## config.mk

```make
export PLATFORM = sky130hd
export DESIGN_NAME = ring_freq_meter
export DESIGN_NICKNAME = d
export VERILOG_FILES = /design/src/rtl/ring_freq_meter.sv
export SDC_FILE = /design/constraint.sdc
export NUM_CORES = 1
export LEC_CHECK = 0
export ABC_AREA = 1
export CAP_MARGIN = 20
export CORE_MARGIN = 3
export CORE_UTILIZATION = 62
export CTS_CLUSTER_DIAMETER = 200
export DETAILED_ROUTE_END_ITERATION = 10
export GPL_ROUTABILITY_DRIVEN = 0
export PLACE_DENSITY = 0.82
export RECOVER_POWER = 100
export SYNTH_ARGS = -nofsm -noshare
export SYNTH_HDL_FRONTEND = slang
export SYNTH_SLANG_ARGS = --single-unit
```

## constraint.sdc

```tcl
create_clock -name clk -period 6 [get_ports clk]
set_clock_uncertainty 0.15 [all_clocks]
set_input_delay 0.6 -clock clk [delete_from_list [all_inputs] [get_ports clk]]
set_output_delay 0.6 -clock clk [all_outputs]
set_load 0.03 [all_outputs]
```

## src/rtl/ring_freq_meter.sv

```systemverilog
// Multi-channel ring oscillator frequency meter: counts rising edges of one synchronised channel over a power-of-two gate window.
// Optional RING_FREQ_METER_CONTINUOUS_EN: DONE with start held goes straight back to GATE for back-to-back windows.
module ring_freq_meter #(
  parameter int N_CH          = 4,
  parameter int CNT_W         = 16,
  parameter int SYNC_STAGES   = 2,
  parameter int GATE_SEL_W    = 3,
  parameter int MIN_GATE_LOG2 = 6,
  localparam int CH_W         = $clog2(N_CH)
) (
  input  logic                  clk,
  input  logic                  rst_n,
  input  logic [N_CH-1:0]       osc_in,
  input  logic [CH_W-1:0]       ch_sel,
  input  logic [GATE_SEL_W-1:0] gate_sel,
  input  logic                  start,
  output logic                  busy,
  output logic                  done,
  output logic [CNT_W-1:0]      count,
  output logic                  overflow
);

  localparam int GC_W = MIN_GATE_LOG2 + (1 << GATE_SEL_W);

  localparam logic [1:0] IDLE   = 2'd0;
  localparam logic [1:0] SETTLE = 2'd1;
  localparam logic [1:0] GATE   = 2'd2;
  localparam logic [1:0] DONE   = 2'd3;

  logic [1:0]             state;
  logic [CH_W-1:0]        ch_q;
  logic [CH_W-1:0]        ch_clamp;
  logic [GATE_SEL_W-1:0]  gate_q;
  logic [SYNC_STAGES-1:0] sync;
  logic                   prev;
  logic [GC_W-1:0]        gate_cnt;
  logic [GC_W-1:0]        gate_last;
  logic [CNT_W-1:0]       edge_cnt;
  logic [CNT_W-1:0]       edge_cnt_nxt;
  logic                   ovf_q;
  logic                   ovf_nxt;
  logic                   rise;
  logic                   settle_end;
  logic                   gate_end;

  assign ch_clamp   = (32'(ch_sel) >= N_CH) ? CH_W'(N_CH - 1) : ch_sel;
  assign rise       = sync[SYNC_STAGES-1] & ~prev;
  assign gate_last  = (GC_W'(1) << (32'(gate_q) + MIN_GATE_LOG2)) - GC_W'(1);
  // SETTLE covers the synchroniser plus the edge-detect register.
  assign settle_end = (gate_cnt == GC_W'(SYNC_STAGES));
  assign gate_end   = (gate_cnt == gate_last);
  assign busy       = (state == SETTLE) || (state == GATE);
  assign done       = (state == DONE);

  always_comb begin
    edge_cnt_nxt = edge_cnt;
    ovf_nxt      = ovf_q;
    if (state == GATE && rise) begin
      if (&edge_cnt) ovf_nxt = 1'b1;
      else           edge_cnt_nxt = edge_cnt + CNT_W'(1);
    end
  end

  // Synchroniser and edge-detect run continuously so they are primed when GATE opens.
  always_ff @(posedge clk or negedge rst_n) begin
    if (!rst_n) begin
      sync <= '0;
      prev <= 1'b0;
    end else begin
      sync <= {sync[SYNC_STAGES-2:0], osc_in[ch_q]};
      prev <= sync[SYNC_STAGES-1];
    end
  end

  always_ff @(posedge clk or negedge rst_n) begin
    if (!rst_n) begin
      state    <= IDLE;
      ch_q     <= '0;
      gate_q   <= '0;
      gate_cnt <= '0;
      edge_cnt <= '0;
      ovf_q    <= 1'b0;
      count    <= '0;
      overflow <= 1'b0;
    end else begin
      case (state)
        IDLE, DONE: begin
          if (!start) begin
            state <= IDLE;
          end else begin
`ifdef RING_FREQ_METER_CONTINUOUS_EN
            if (state == DONE) begin
              state <= GATE;
            end else begin
              ch_q   <= ch_clamp;
              gate_q <= gate_sel;
              state  <= SETTLE;
            end
`else
            ch_q   <= ch_clamp;
            gate_q <= gate_sel;
            state  <= SETTLE;
`endif
          end
          gate_cnt <= '0;
        end
        SETTLE: begin
          if (settle_end) begin
            gate_cnt <= '0;
            state    <= GATE;
          end else begin
            gate_cnt <= gate_cnt + GC_W'(1);
          end
        end
        GATE: begin
          if (gate_end) begin
            count    <= edge_cnt_nxt;
            overflow <= ovf_nxt;
            edge_cnt <= '0;
            ovf_q    <= 1'b0;
            gate_cnt <= '0;
            state    <= DONE;
          end else begin
            edge_cnt <= edge_cnt_nxt;
            ovf_q    <= ovf_nxt;
            gate_cnt <= gate_cnt + GC_W'(1);
          end
        end
        default: state <= IDLE;
      endcase
    end
  end

endmodule

```

Word level (Yosys, flattened, before mapping). Index checks and enable logic that the tools add are counted.

Input port bits: 12. Bits in registers: 58.

Add/sub/neg operators: 4. Reduce and logical (&&, ||, !) cells: 8. Equal/unequal tests: 7. Bitwise logic cells: 2. Muxes and demuxes: 15. Magnitude comparators: 1. Shift-type cells: 1.

Operator list (count): $mux 16 (3); $pmux 14 s3 (1); $mux 14 (2); $add 16x1->16 const B (1); $reduce_and 16->1 (1); $add 14x1->14 const B (1); $eq 14x14->1 (1); $eq 14x2->1 const B (1); $shl 1x4->14 const A (1); $sub 14x2->14 const B (1); $pmux 2 s3 (1); $reduce_and 2->1 (3); $mux 1 (5); $add 3x3->4 const B (1); $eq 2x2->1 const B (2); $mux 2 (2); $ne 2x2->1 const B (2); $lt 2x3->1 const B (1); $bmux 1 s2 (1); $eq 2x1->1 const B (1); $logic_not 2->1 (1); $reduce_or 2->1 (1); $and 1x1->1 (1); $logic_and 1x1->1 (1); other kinds (2) (2).

Depth between registers and ports, before layout.
Depth in word-level cells: 6. Depth in mapped cells: 14.

Worst setup path before layout. No wires, ideal clock.

Path type: register -> register. Start: register gate_q[1]. End: register gate_cnt[11]. Cell stages (with the launch flop): 14. Data arrival time: 1.836 ns. Setup slack: 3.893 ns. Cell sequence: dfrtp_1 > inv_2 > ha_1 > nor2_2 > nand2_1 > nand2_1 > nand3_1 > nor2_2 > nand3_2 > nand2_2 > nand2_4 > nand2_4 > buf_12 > nor2_2.

Word-level cells in the longest chain between the ends: 6.

RTL lines: from (decl) (RTL line 33) `logic [GATE_SEL_W-1:0] gate_q;`; from (signal assigned) (RTL line 101) `gate_q <= gate_sel;`; $add 3x3->4 (RTL line 48) `assign gate_last = (GC_W'(1) << (32'(gate_q) + MIN_GATE_LOG2)) - GC_W'(1);`; $shl 1x4->14 (RTL line 48); $sub 14x2->14 (RTL line 48); $eq 14x14->1 (RTL line 51) `assign gate_end = (gate_cnt == gate_last);`; $mux 14 (RTL line 116) `if (gate_end) begin`; $pmux 14 s3 (RTL line 86) `case (state)`; to (signal assigned) (RTL line 112) `gate_cnt <= gate_cnt + GC_W'(1);`; to (signal assigned) (RTL line 126) `gate_cnt <= gate_cnt + GC_W'(1);`; to (decl) (RTL line 36) `logic [GC_W-1:0] gate_cnt;`.

No other way between the ends. A chain may end at the register's enable or synchronous reset.

Final worst setup path.
Start: register state[0]. End: register edge_cnt[15].

Word-level cells in the longest chain between the ends: 4.

RTL lines: from (decl) (RTL line 30) `logic [1:0] state;`; from (signal assigned) (RTL line 77) `state <= IDLE;`; from (signal assigned) (RTL line 89) `state <= IDLE;`; from (signal assigned) (RTL line 102) `state <= SETTLE;`; $eq 2x2->1 (*) (RTL line 58, 86); $logic_and 1x1->1 (RTL line 58) `if (state == GATE && rise) begin`; $mux 16 (RTL line 58); $mux 16 (RTL line 116); to (signal assigned) (RTL line 124) `edge_cnt <= edge_cnt_nxt;`; to (decl) (RTL line 38) `logic [CNT_W-1:0] edge_cnt;`.

Mark *: on every way between the ends. The rest lies on a longest branch, timed or not.

==> results.sh <==
export IMPL_die_w_um=78.3
export IMPL_drc=0
export IMPL_clk_pin_slew_ns=0.06
export IMPL_vias=2847
export IMPL_syn_nets=436
export IMPL_ctsHtreeMaxLevel=3
export IMPL_wirelength_mm=6.80
export IMPL_ir_worst_vdd_mv=0.160
export IMPL_failed_checks="capacitance limit, slew limit"
export IMPL_dieArea_um2=6130
export IMPL_post_cts_buffers=0
export IMPL_post_place_ws_ns=3.07
export IMPL_ys_seq_elements=58
export IMPL_grt_use_total_pct=24.7
export IMPL_antenna_cells=0
export IMPL_fin_tns_setup_ns=0
export IMPL_power_density_nw_per_um2=248
export IMPL_min_period_over_period_pct=62.6
export IMPL_final_area_um2=3710
export IMPL_r2r_slack_ns=2.24
export IMPL_port_buffers=30
export IMPL_tightest_slew_ns=2.95
export IMPL_rsz0062_at_grt="no"
export IMPL_setup_violations=0
export IMPL_synth_area_um2=3240
export IMPL_cts_buffers=9
export IMPL_ant_nets=0
export IMPL_crit_path_end_kind="register"
export IMPL_cp_start_kind="register"
export IMPL_fin_ws_ns=2.24
export IMPL_ios=31
export IMPL_met1_usage_pct=33.8
export IMPL_crit_path_top_delay_cell="nor2_1"
export IMPL_cpPeakStageDelay_ns=0.97
export IMPL_cts_sinks=58
export IMPL_hold_viol=0
export IMPL_total_power_uw=920
export IMPL_gr_usage_met3_pct=4.59
export IMPL_ys_types=33
export IMPL_drtIter0Drc=229
export IMPL_wire_per_inst_um=13.1
export IMPL_status="finished with violations"
export IMPL_maxSlewViolCount=59
export IMPL_stdcell_count=520
export IMPL_fin_hold_ws_ns=0.213
export IMPL_critical_path_top_delay_family="simple AND/OR/NAND/NOR gates"
export IMPL_viasPerCell=5.48
export IMPL_fillers=373
export IMPL_grt_busiest_layer="met2"
export IMPL_cts_resized=0
export IMPL_grt_pass1_vias=2743
export IMPL_firstDrtPassIters=5
export IMPL_grt_ovfl_total=0
export IMPL_path_class="register to register"
export IMPL_syn_inst=414
export IMPL_hp_class="register to register"
export IMPL_cpMostUsedCell="nand2_1"
export IMPL_post_route_util_pct=76.1
export IMPL_slew_headroom_pct=-96.7
export IMPL_timing_fmax_mhz=266
export IMPL_synth_avg_cell_area_um2=7.83
export IMPL_cts_root_buf="clkbuf_8"
export IMPL_path_cells="inv_1 -> ha_1 -> nand2_1 -> nor2_1 -> clkinv_1 -> nor3_1 -> nand2_1 -> o21ai_0 -> nand3_1 -> nand2_1 -> o21ai_0"
export IMPL_grt_antenna_before_repair=0
export IMPL_p_leak_nw=1.86
export IMPL_required_ns=6.04
export IMPL_min_period_ns=3.76
export IMPL_start_util_pct=66.4
export IMPL_dp_cells=505
export IMPL_ys_seq_area_share_pct=44.8
export IMPL_cp_max_fo=23
export IMPL_layout_drive_gt1_share_pct=7.51
export IMPL_placementRows=25
export IMPL_placed_area_um2=3580
export IMPL_grt_pass1_wl_mm=12.0
export IMPL_synth_warnings=0
export IMPL_cts_tree="yes"
export IMPL_ctsHoldBuffers=0
export IMPL_worstSkewPairLatency_ns=0.33
export IMPL_grt_max_degree=59
export IMPL_clock_path_buffers=2
export IMPL_die_h_um=78.3
export IMPL_critPathBufInv=2
export IMPL_final_nets=471
export IMPL_place_hpwl_mm=4.69
export IMPL_cap_violations=1
export IMPL_met2_usage_pct=38.4
export IMPL_core_um2=4880
export IMPL_cp_data_arrival_time_ns=3.80
export IMPL_syn_to_final_growth_pct=14.6
[placed cells by master (no fill, tap or decap), drive strengths merged, types with 7 or more instances in the layout]
cell and n:
nand3 43, ha 10, o21ai 28, inv 46, nand2 128, nor3 7, xor2 14, dfrtp 58
clkbuf 13, nor2 44, dlygate4sd3 20, clkdlybuf4s50 9, nand4 10
[layout make-up]
type / count / area (um^2) / share of cell area, %
Clock buffer: 12 / 155 / 4.18
Clock inverter: 3 / 15.0 / 0.404
Inverter: 47 / 176 / 4.75
Multi-Input combinational cell: 302 / 1530 / 41.3
Sequential cell: 58 / 1450 / 39.1
Tap cell: 67 / 83.8 / 2.26
Timing Repair Buffer: 31 / 299 / 8.05
[cells by family after synthesis]
| kind of cell | after synthesis | synth area share [%] |
|---|---|---|
| adders and majority gates | 10 | 3.86 |
| buffers and inverters | 54 | 6.99 |
| and+or+nand+nor | 234 | 33.0 |
| AOI/OAI and AO/OA | 41 | 6.75 |
| muxes | 1 | 0.347 |
| xor gates and xnor gates | 16 | 4.32 |
| DFF | 58 | 44.8 |
[metal layers]
layer	share of wire [%]	up-vias
met5	0	-
met4	2.0	0
met3	5.5	17
met2	45	107
met1	48	1320
li1	-	1403
[final timing paths]
check | cells past startpoint | to | from
worst max-delay path | 11 | edge_cnt[15] | state[0]
worst min-delay path | 0 | sync[1] | sync[0]
worst max register to register | 11 | edge_cnt[15] | state[0]
worst min register to register | 0 | sync[1] | sync[0]
max in group asynchronous | 2 | edge_cnt[15] | rst_n
min in group asynchronous | 2 | gate_cnt[3] | rst_n
[power by group]
group	internal, mW	switching (mW)
Clock	0.168	0.145
Combinational	0.0536	0.0932
Sequential	0.421	0.0400
Total	0.642	0.278
[registers in the layout, summed over array words and instances, names as in the netlist]
| register | flops |
|---|---|
| overflow | 1 |
| count | 16 |
| state | 2 |
| sync | 2 |
| ch_q | 2 |
| gate_q | 3 |
| gate_cnt | 14 |
| prev | 1 |
| edge_cnt | 16 |
| ovf_q | 1 |
[cells in the mapped netlist (all sizes together)]
cell type / number / share of area [%]
nand2: 128 / 15
nor4: 1 / 0.19
buf: 5 / 1.3
mux2: 1 / 0.35
xnor2: 2 / 0.54
a32oi: 1 / 0.27
o22ai: 5 / 0.96
ha: 10 / 3.9
xor2: 14 / 3.8
clkbuf: 2 / 0.23
o211ai: 1 / 0.23
nor3: 7 / 1.2
dfrtp: 58 / 45
inv: 47 / 5.4
nand3b: 1 / 0.23
nor2: 44 / 6.5
nand4: 10 / 2.1
o21ai: 28 / 4.3
a21oi: 5 / 0.77
nand3: 43 / 7.3
a31oi: 1 / 0.19
[worst reg2reg max path: cells and delay by family (launching register included)]
family                   cells  cell delay [ns]
AO/OA/AOI/OAI                2             0.31
adder cells (fa/ha/maj)      1             0.53
buffers and inverters        2             0.42
flip-flops                   1             0.42
AND/OR/NAND/NOR              6             1.79
(Power assumes the default switching activity.)
